File: src/rtl/hazard_ctrl.sv
// Decode-side hazard controller: register scoreboard, in-flight writer cap and redirect flush window.
// Optional macro HAZARD_ERR_EN adds a sticky err output that flags retires with no matching writer.
module hazard_ctrl #(
  parameter int NREG         = 16,
  parameter int REG_AW       = 4,
  parameter int MAX_INFLIGHT = 4,
  parameter int FLUSH_CYCLES = 2
) (
  input  logic              clk,
  input  logic              rst,
  input  logic              dec_valid,
  input  logic [REG_AW-1:0] dec_rs,
  input  logic              dec_rs_used,
  input  logic [REG_AW-1:0] dec_rq,
  input  logic              dec_rq_used,
  input  logic [REG_AW-1:0] dec_rd,
  input  logic              dec_rd_wr,
  input  logic              ex_redirect,
  input  logic              wb_valid,
  input  logic [REG_AW-1:0] wb_rd,
  output logic              stall,
  output logic              issue,
  output logic              flush_dec,
  output logic              flush_ex,
  output logic [NREG-1:0]   busy_mask,
`ifdef HAZARD_ERR_EN
  output logic [3:0]        inflight,
  output logic              err
`else
  output logic [3:0]        inflight
`endif
);

  typedef enum logic [0:0] {
    ST_IDLE  = 1'b0,
    ST_FLUSH = 1'b1
  } state_t;

  // cnt holds the number of FLUSH cycles still to follow the current one.
  localparam int CW = (FLUSH_CYCLES > 2) ? $clog2(FLUSH_CYCLES) : 1;
  localparam logic [CW-1:0] CNT_LOAD = CW'((FLUSH_CYCLES > 1) ? (FLUSH_CYCLES - 2) : 0);
  localparam logic [3:0] INFLIGHT_MAX = 4'(MAX_INFLIGHT);

  state_t          state_r, state_n;
  logic [CW-1:0]   cnt_r, cnt_n;
  logic [NREG-1:0] busy_r, busy_n;
  logic [3:0]      inflight_r, inflight_n;

  logic [NREG-1:0] wb_mask_s;
  logic [NREG-1:0] set_mask_s;
  logic [NREG-1:0] eb_s;
  logic            haz_s;
  logic            inc_s;
  logic            dec_s;

  function automatic logic [NREG-1:0] onehot(input logic [REG_AW-1:0] idx, input logic en);
    logic [NREG-1:0] v;
    v = '0;
    if (en) begin
      v[idx] = 1'b1;
    end else begin
      v = '0;
    end
    return v;
  endfunction

  // Hazard detection against the effective scoreboard (same-cycle writeback already cleared).
  always_comb begin
    wb_mask_s = onehot(wb_rd, wb_valid);
    eb_s      = busy_r & ~wb_mask_s;
    haz_s     = (dec_rs_used & eb_s[dec_rs])
              | (dec_rq_used & eb_s[dec_rq])
              | (dec_rd_wr   & eb_s[dec_rd])
              | (dec_rd_wr & (inflight_r == INFLIGHT_MAX) & ~wb_valid);
  end

  // Sequencing FSM: redirect outranks stall/issue; all controls held low during reset.
  always_comb begin
    state_n   = state_r;
    cnt_n     = cnt_r;
    stall     = 1'b0;
    issue     = 1'b0;
    flush_dec = 1'b0;
    flush_ex  = 1'b0;
    if (!rst) begin
      case (state_r)
        ST_IDLE: begin
          if (ex_redirect) begin
            flush_ex  = 1'b1;
            flush_dec = 1'b1;
            cnt_n     = CNT_LOAD;
            state_n   = (FLUSH_CYCLES > 1) ? ST_FLUSH : ST_IDLE;
          end else begin
            issue = dec_valid & ~haz_s;
            stall = dec_valid & haz_s;
          end
        end
        ST_FLUSH: begin
          flush_dec = 1'b1;
          if (ex_redirect) begin
            flush_ex = 1'b1;
            cnt_n    = CNT_LOAD;
          end else if (cnt_r == '0) begin
            state_n = ST_IDLE;
          end else begin
            cnt_n = cnt_r - CW'(1);
          end
        end
        default: begin
          state_n = ST_IDLE;
          cnt_n   = '0;
        end
      endcase
    end else begin
      state_n = ST_IDLE;
      cnt_n   = '0;
    end
  end

  // Scoreboard and in-flight counter next state; a new writer wins over a same-cycle retire.
  always_comb begin
    inc_s      = issue & dec_rd_wr;
    dec_s      = wb_valid & (inflight_r != 4'd0);
    set_mask_s = onehot(dec_rd, inc_s);
    busy_n     = (busy_r & ~wb_mask_s) | set_mask_s;
    case ({inc_s, dec_s})
      2'b10:   inflight_n = inflight_r + 4'd1;
      2'b01:   inflight_n = inflight_r - 4'd1;
      default: inflight_n = inflight_r;
    endcase
  end

  // State registers with synchronous reset.
  always_ff @(posedge clk) begin
    if (rst) begin
      state_r    <= ST_IDLE;
      cnt_r      <= '0;
      busy_r     <= '0;
      inflight_r <= 4'd0;
    end else begin
      state_r    <= state_n;
      cnt_r      <= cnt_n;
      busy_r     <= busy_n;
      inflight_r <= inflight_n;
    end
  end

  assign busy_mask = busy_r;
  assign inflight  = inflight_r;

`ifdef HAZARD_ERR_EN
  logic err_r;

  // Sticky flag for a retire that matches no outstanding writer.
  always_ff @(posedge clk) begin
    if (rst) begin
      err_r <= 1'b0;
    end else if (wb_valid & (~busy_r[wb_rd] | (inflight_r == 4'd0))) begin
      err_r <= 1'b1;
    end else begin
      err_r <= err_r;
    end
  end

  assign err = err_r;
`endif

endmodule

File: config.mk
export PLATFORM = sky130hd
export DESIGN_NAME = hazard_ctrl
export DESIGN_NICKNAME = d
export VERILOG_FILES = /design/src/rtl/hazard_ctrl.sv
export SDC_FILE = /design/constraint.sdc
export NUM_CORES = 1
export LEC_CHECK = 0
export ABC_CLOCK_PERIOD_IN_PS = 10680
export CAP_MARGIN = 20
export CORE_UTILIZATION = 40
export DETAILED_ROUTE_END_ITERATION = 12
export PLACE_DENSITY = 0.71
export SLEW_MARGIN = 10
export SYNTH_ARGS = -nofsm -noshare
export SYNTH_HDL_FRONTEND = slang
export SYNTH_SLANG_ARGS = --single-unit
export TNS_END_PERCENT = 1
File: constraint.sdc
create_clock -name clk -period 10.68 [get_ports clk]
set_input_delay 2.136 -clock clk [delete_from_list [all_inputs] [get_ports clk]]
set_output_delay 2.136 -clock clk [all_outputs]
set_load 0.1 [all_outputs]
After elaboration in Yosys (flattened, before gate mapping)
Cells that the tools add are included.

storage, ports and cells
  flip-flop bits (word level) = 22
  bits of input ports = 24
  output and inout bits = 24
  word-level logic and storage cells = 69

operators by class
  add/sub/neg operators = 3
  $lt $le $gt $ge = 6
  equality and inequality tests = 4
  mux-type cells = 30
  bitwise logic cells = 18
  reductions and logical operators = 4

operators by type and width
  kind                                                 number
  two-way mux 16 bit                                   2
  < comparator 4 x 5 -> 1 bit, second input constant   4
  two-way mux 1 bit                                    19
  AND 16 bit                                           1
  NOT 16 bit                                           1
  OR 16 bit                                            1
  binary-select mux 1 bit (select 4 bit)               3
  AND 1 bit                                            9
  demux 1 bit (select 4 bit)                           2
  >= comparator 4 x 1 -> 1 bit, second input constant  2
  case mux 4 bit (2 select lines)                      1
  case mux 1 bit (2 select lines)                      3
  adder 4 x 1 -> 4 bit, second input constant          1
  == test 4 x 3 -> 1 bit, second input constant        1
  nonzero test 4 bit                                   1
  subtractor 4 x 1 -> 4 bit, second input constant     1
  NOT 1 bit                                            3
  OR 1 bit                                             3
  == test 2 x 1 -> 1 bit, second input constant        1
  == test 2 bit, second input constant                 1
  logical AND 1 bit                                    2
  != test 2 bit, second input constant                 1
  nonzero test 2 bit                                   1
  subtractor 1 bit, second input constant              1

Logic depth before layout (Yosys ltp)
  word-level depth = 21
  depth in mapped cells = 15
  mapped depth without buffers = 14

Worst setup path after synthesis
OpenSTA, ideal clock, no wires.

  path kind = input to output
  start point = input port dec_rd[1]
  end point = output port stall
  arrival time = 5.649 ns
  required time = 8.544 ns
  slack = 2.895 ns
  cell stages on the path = 8
  path buffers = 2
  cell sequence = clkbuf_1 > clkbuf_1 > o211ai_1 > o2111ai_1 > o211a_1 > o2111ai_1 > o311a_1 > a21boi_0

between the ends
  longest elaborated chain between the ends = 9

RTL lines
  item                                     RTL line  source
  start, declared                          16        input logic [REG_AW-1:0] dec_rd,
  binary-select mux 1 bit (select 4 bit)   73        | (dec_rd_wr & eb_s[dec_rd])
  two-way mux 1 bit (not written as such)  73
  AND 1 bit                                73
  OR 1 bit                                 73
  OR 1 bit                                 74        | (dec_rd_wr & (inflight_r == INFLIGHT_MAX) & ~wb_valid);
  AND 1 bit                                95        stall = dec_valid & haz_s;
  two-way mux 1 bit                        88        if (ex_redirect) begin
  two-way mux 1 bit                        86        case (state_r)
  two-way mux 1 bit                        85        if (!rst) begin
  end, declared                            21        output logic stall,

No other way between the ends. The select of a mux whose other input is x is not followed.

Final worst setup path
Ends and elaborated chain as after synthesis.

==> impl_metrics.ini <==
[layout]
multi_input_area_mm2 = 0.00124
area_delta_synth_final_pct = 30.7
fin_cells = 295
design_area_mm2 = 0.00226
diodes = 0
nFillCells = 404
fin_util_pct = 55.2
fin_nets = 274
register_area_um2 = 420
final_cell_mix = clkdlybuf4s50_1 (47), dfxtp_1 (21), nand2_1 (16), nor2_1 (16), o22ai_2 (10)
drive_gt1_share_pct = 9.39
layout_commonest_cell = clkdlybuf4s50_1

[clock_network]
tritoncts = done
numCtsBuffers = 3
cts_hold_buf = 0
cts_max_level = 1
clock-root-buffer = clkbuf_8
insertion_delay_ns = 0.26
cts_sinks = 21
path_clk_slew_ns = 0.08
cts_setup_buffers = 0
cts_resized = 0
clk_path_buf_depth = 2

[timing]
fmax_mhz = 125
finalSetupTns_ns = 0
layout_setup_ws_ns = 2.69
maxSlewHeadroom_pct = 27.4
worst_pin_slew_ns = 1.09
setup_viol = 0
layout_worst_path_cycle_share_pct = 74.8
finalHoldViolCount = 0
drv_slew = 0
rsz0062_at_grt = false
fin_crit_ns = 7.99
skew_ns = 0.00357

[grt]
track_usage_pct = 23.5
grt_pass1_vias = 1707
antenna_found_initial = 0
grt-ovfl-total = 0
grt_max_degree = 25
grt_pass1_wl_um = 8210

[critical_path]
crit_family = buffers and inverters
end_kind = output port
cp_cell_sequence = clkdlybuf4s50_1 > nand2b_1 > a21oi_1 > a2111oi_0 > o41ai_1 > o2111ai_1 > o311a_1 > a21boi_0 > clkdlybuf4s50_1
rrSetupSlack_ns = 7.41
path_buf_inv = 2
crit_path_max_fanout = 21
regToRegEndpoint = inflight[3]
arrival_ns = 5.86
crit_top_cell = clkdlybuf4s50_1
r2r-start = busy_mask[9]
critical_path.max_stage_delay_ns = 1.16
worstRegToRegCells = 13
crit_required_ns = 8.54
critical_path_class = in -> out
crit_path_top_delay_cell = clkdlybuf4s50_1
worst_setup_path_start_kind = input port

[floorplan]
start_util_pct = 42.3
die-area_mm2 = 0.00458
ios = 48
fp.coreArea_mm2 = 0.00409
chipWidth_um = 67.7
num_rows = 23
dieHeight_um = 67.7

[synth]
yosysSeqAreaShare_pct = 24.3
yosys.area_share.xor_xnor_pct = 2.54
synth_edf_count = 0
synthFlopType = dfxtp_1
synth_area_per_cell_um2 = 8.42
synth_top_area_share_pct = 24.3
synthMuxAreaShare_pct = 7.39
netlist_area_mm2 = 0.00173
synthAdderAreaFrac_pct = 3.33
yosysWarnings = 0
synthDistinctLibCells = 54
async_flop_share_pct = 0
syn_nets = 233
ys_seq_elements = 21
synth-compound-area-share_pct = 33.2
synth_top_area_cell = dfxtp_1
synth-simple-area-share_pct = 25.3
synth_top_family_by_area = compound AO/OA/AOI/OAI gates
syn_inst = 205
netlist_top_cells_area = dfxtp_1 (24%), o22ai_2 (7.2%), mux2i_1 (3.5%)

[power]
pwr-share-seq_pct = 43.1
irDropWorstVdd_v = 0.0000533
power_frac_clock_pct = 28.1
comb_power_share_pct = 28.8
leakage_uw = 0.000723
p_sw_share_pct = 32.7
p_switching_uw = 60.8
powerDensity_mw_per_mm2 = 82.6
p_int_uw = 125

[min_path]
min_to = inflight[3]
holdCritPathClass = reg -> reg
min_from = inflight[3]
hold_path_depth = 2

[placement]
post-place-ws_ns = 2.74
dp.cells = 291
dp_hpwl_um = 3880
place_area_mm2 = 0.00221
gp_congestion = 0.994
port_buffers = 47

[run]
maxCapViolCount = 0

[drt]
wl_um = 5250
antenna_left = 0
drt_iter0_markers = 149
drc_errors = 0
viasPerCell = 6.24
vias = 1840
wire_per_inst_um = 17.8
dr.pass1.iters = 5

[run_status]
status = finished, final reports clean
-- cells in the mapped netlist (all sizes together), types with 3 or more instances --
library cell,number
a21oi,6
and3,4
buf,5
clkbuf,6
dfxtp,21
ha,3
inv,5
mux2i,6
nand2,16
nand2b,6
nand3,7
nand3b,3
nand4,3
nor2,16
nor2b,8
o2111ai,5
o211ai,6
o21a,3
o21ai,17
o22ai,16
or3,5
xor2,4
-- power by group through the flow --
stage	clock (uW)	combinational, uW	sequential [uW]
global placement	0	52.7	82.1
finish	52.3	53.7	80.3
floorplan	0	28.6	87.1
global route	56.9	57.4	80.5
detailed placement	0	52.8	82.2
CTS	53.7	53.1	80.3
-- worst max-delay path by stage --
stage | to | depth (start not counted) | from
6_report | stall | 9 | dec_rd[1]
5_1_grt | stall | 9 | dec_rd[1]
4_1_cts | stall | 9 | dec_rd[1]
3_5_place_dp | stall | 9 | dec_rd[1]
3_3_place_gp | stall | 9 | dec_rd[1]
2_1_floorplan | stall | 8 | dec_rd[1]
-- state kept, by name (all words and copies together), names as in the netlist --
register,count
busy_mask,16
inflight,4
state_r,1
-- metal layers --
metal	global-route usage, %	share of wire [%]
met1	34.3	46
met2	35.8	44
met3	2.53	8.1
met4	6.91	1.6
met5	0	0
-- worst min-delay path, cell delays in order, from the launching register on --
cell     delay (ns)
dfxtp_1        0.34
o21ai_0        0.08
a21oi_1        0.06
-- per-stage QoR --
step / power, uW / hold WS (ns)
6_report: 186 / 0.528
2_1_floorplan: 116 / 0.848
3_5_place_dp: 135 / 0.519
5_1_grt: 195 / 0.551
4_1_cts: 187 / 0.530
3_3_place_gp: 135 / 0.503
-- logic make-up after synthesis --
| family | Yosys count |
|---|---|
| muxes | 10 |
| xor gates and xnor gates | 5 |
| buffers and inverters | 16 |
| AOI/OAI and AO/OA | 71 |
| DFF | 21 |
| and+or+nand+nor | 78 |
| adders and majority gates | 4 |
-- cell type report --
type                    count  area share, %
multi-input cells         168           54.9
repair buffers             47           20.9
flip-flops and latches     21           18.6
well taps                  50           2.77
clock buffers               4           2.00
inverters                   5          0.832
(Power assumes the default switching activity.)
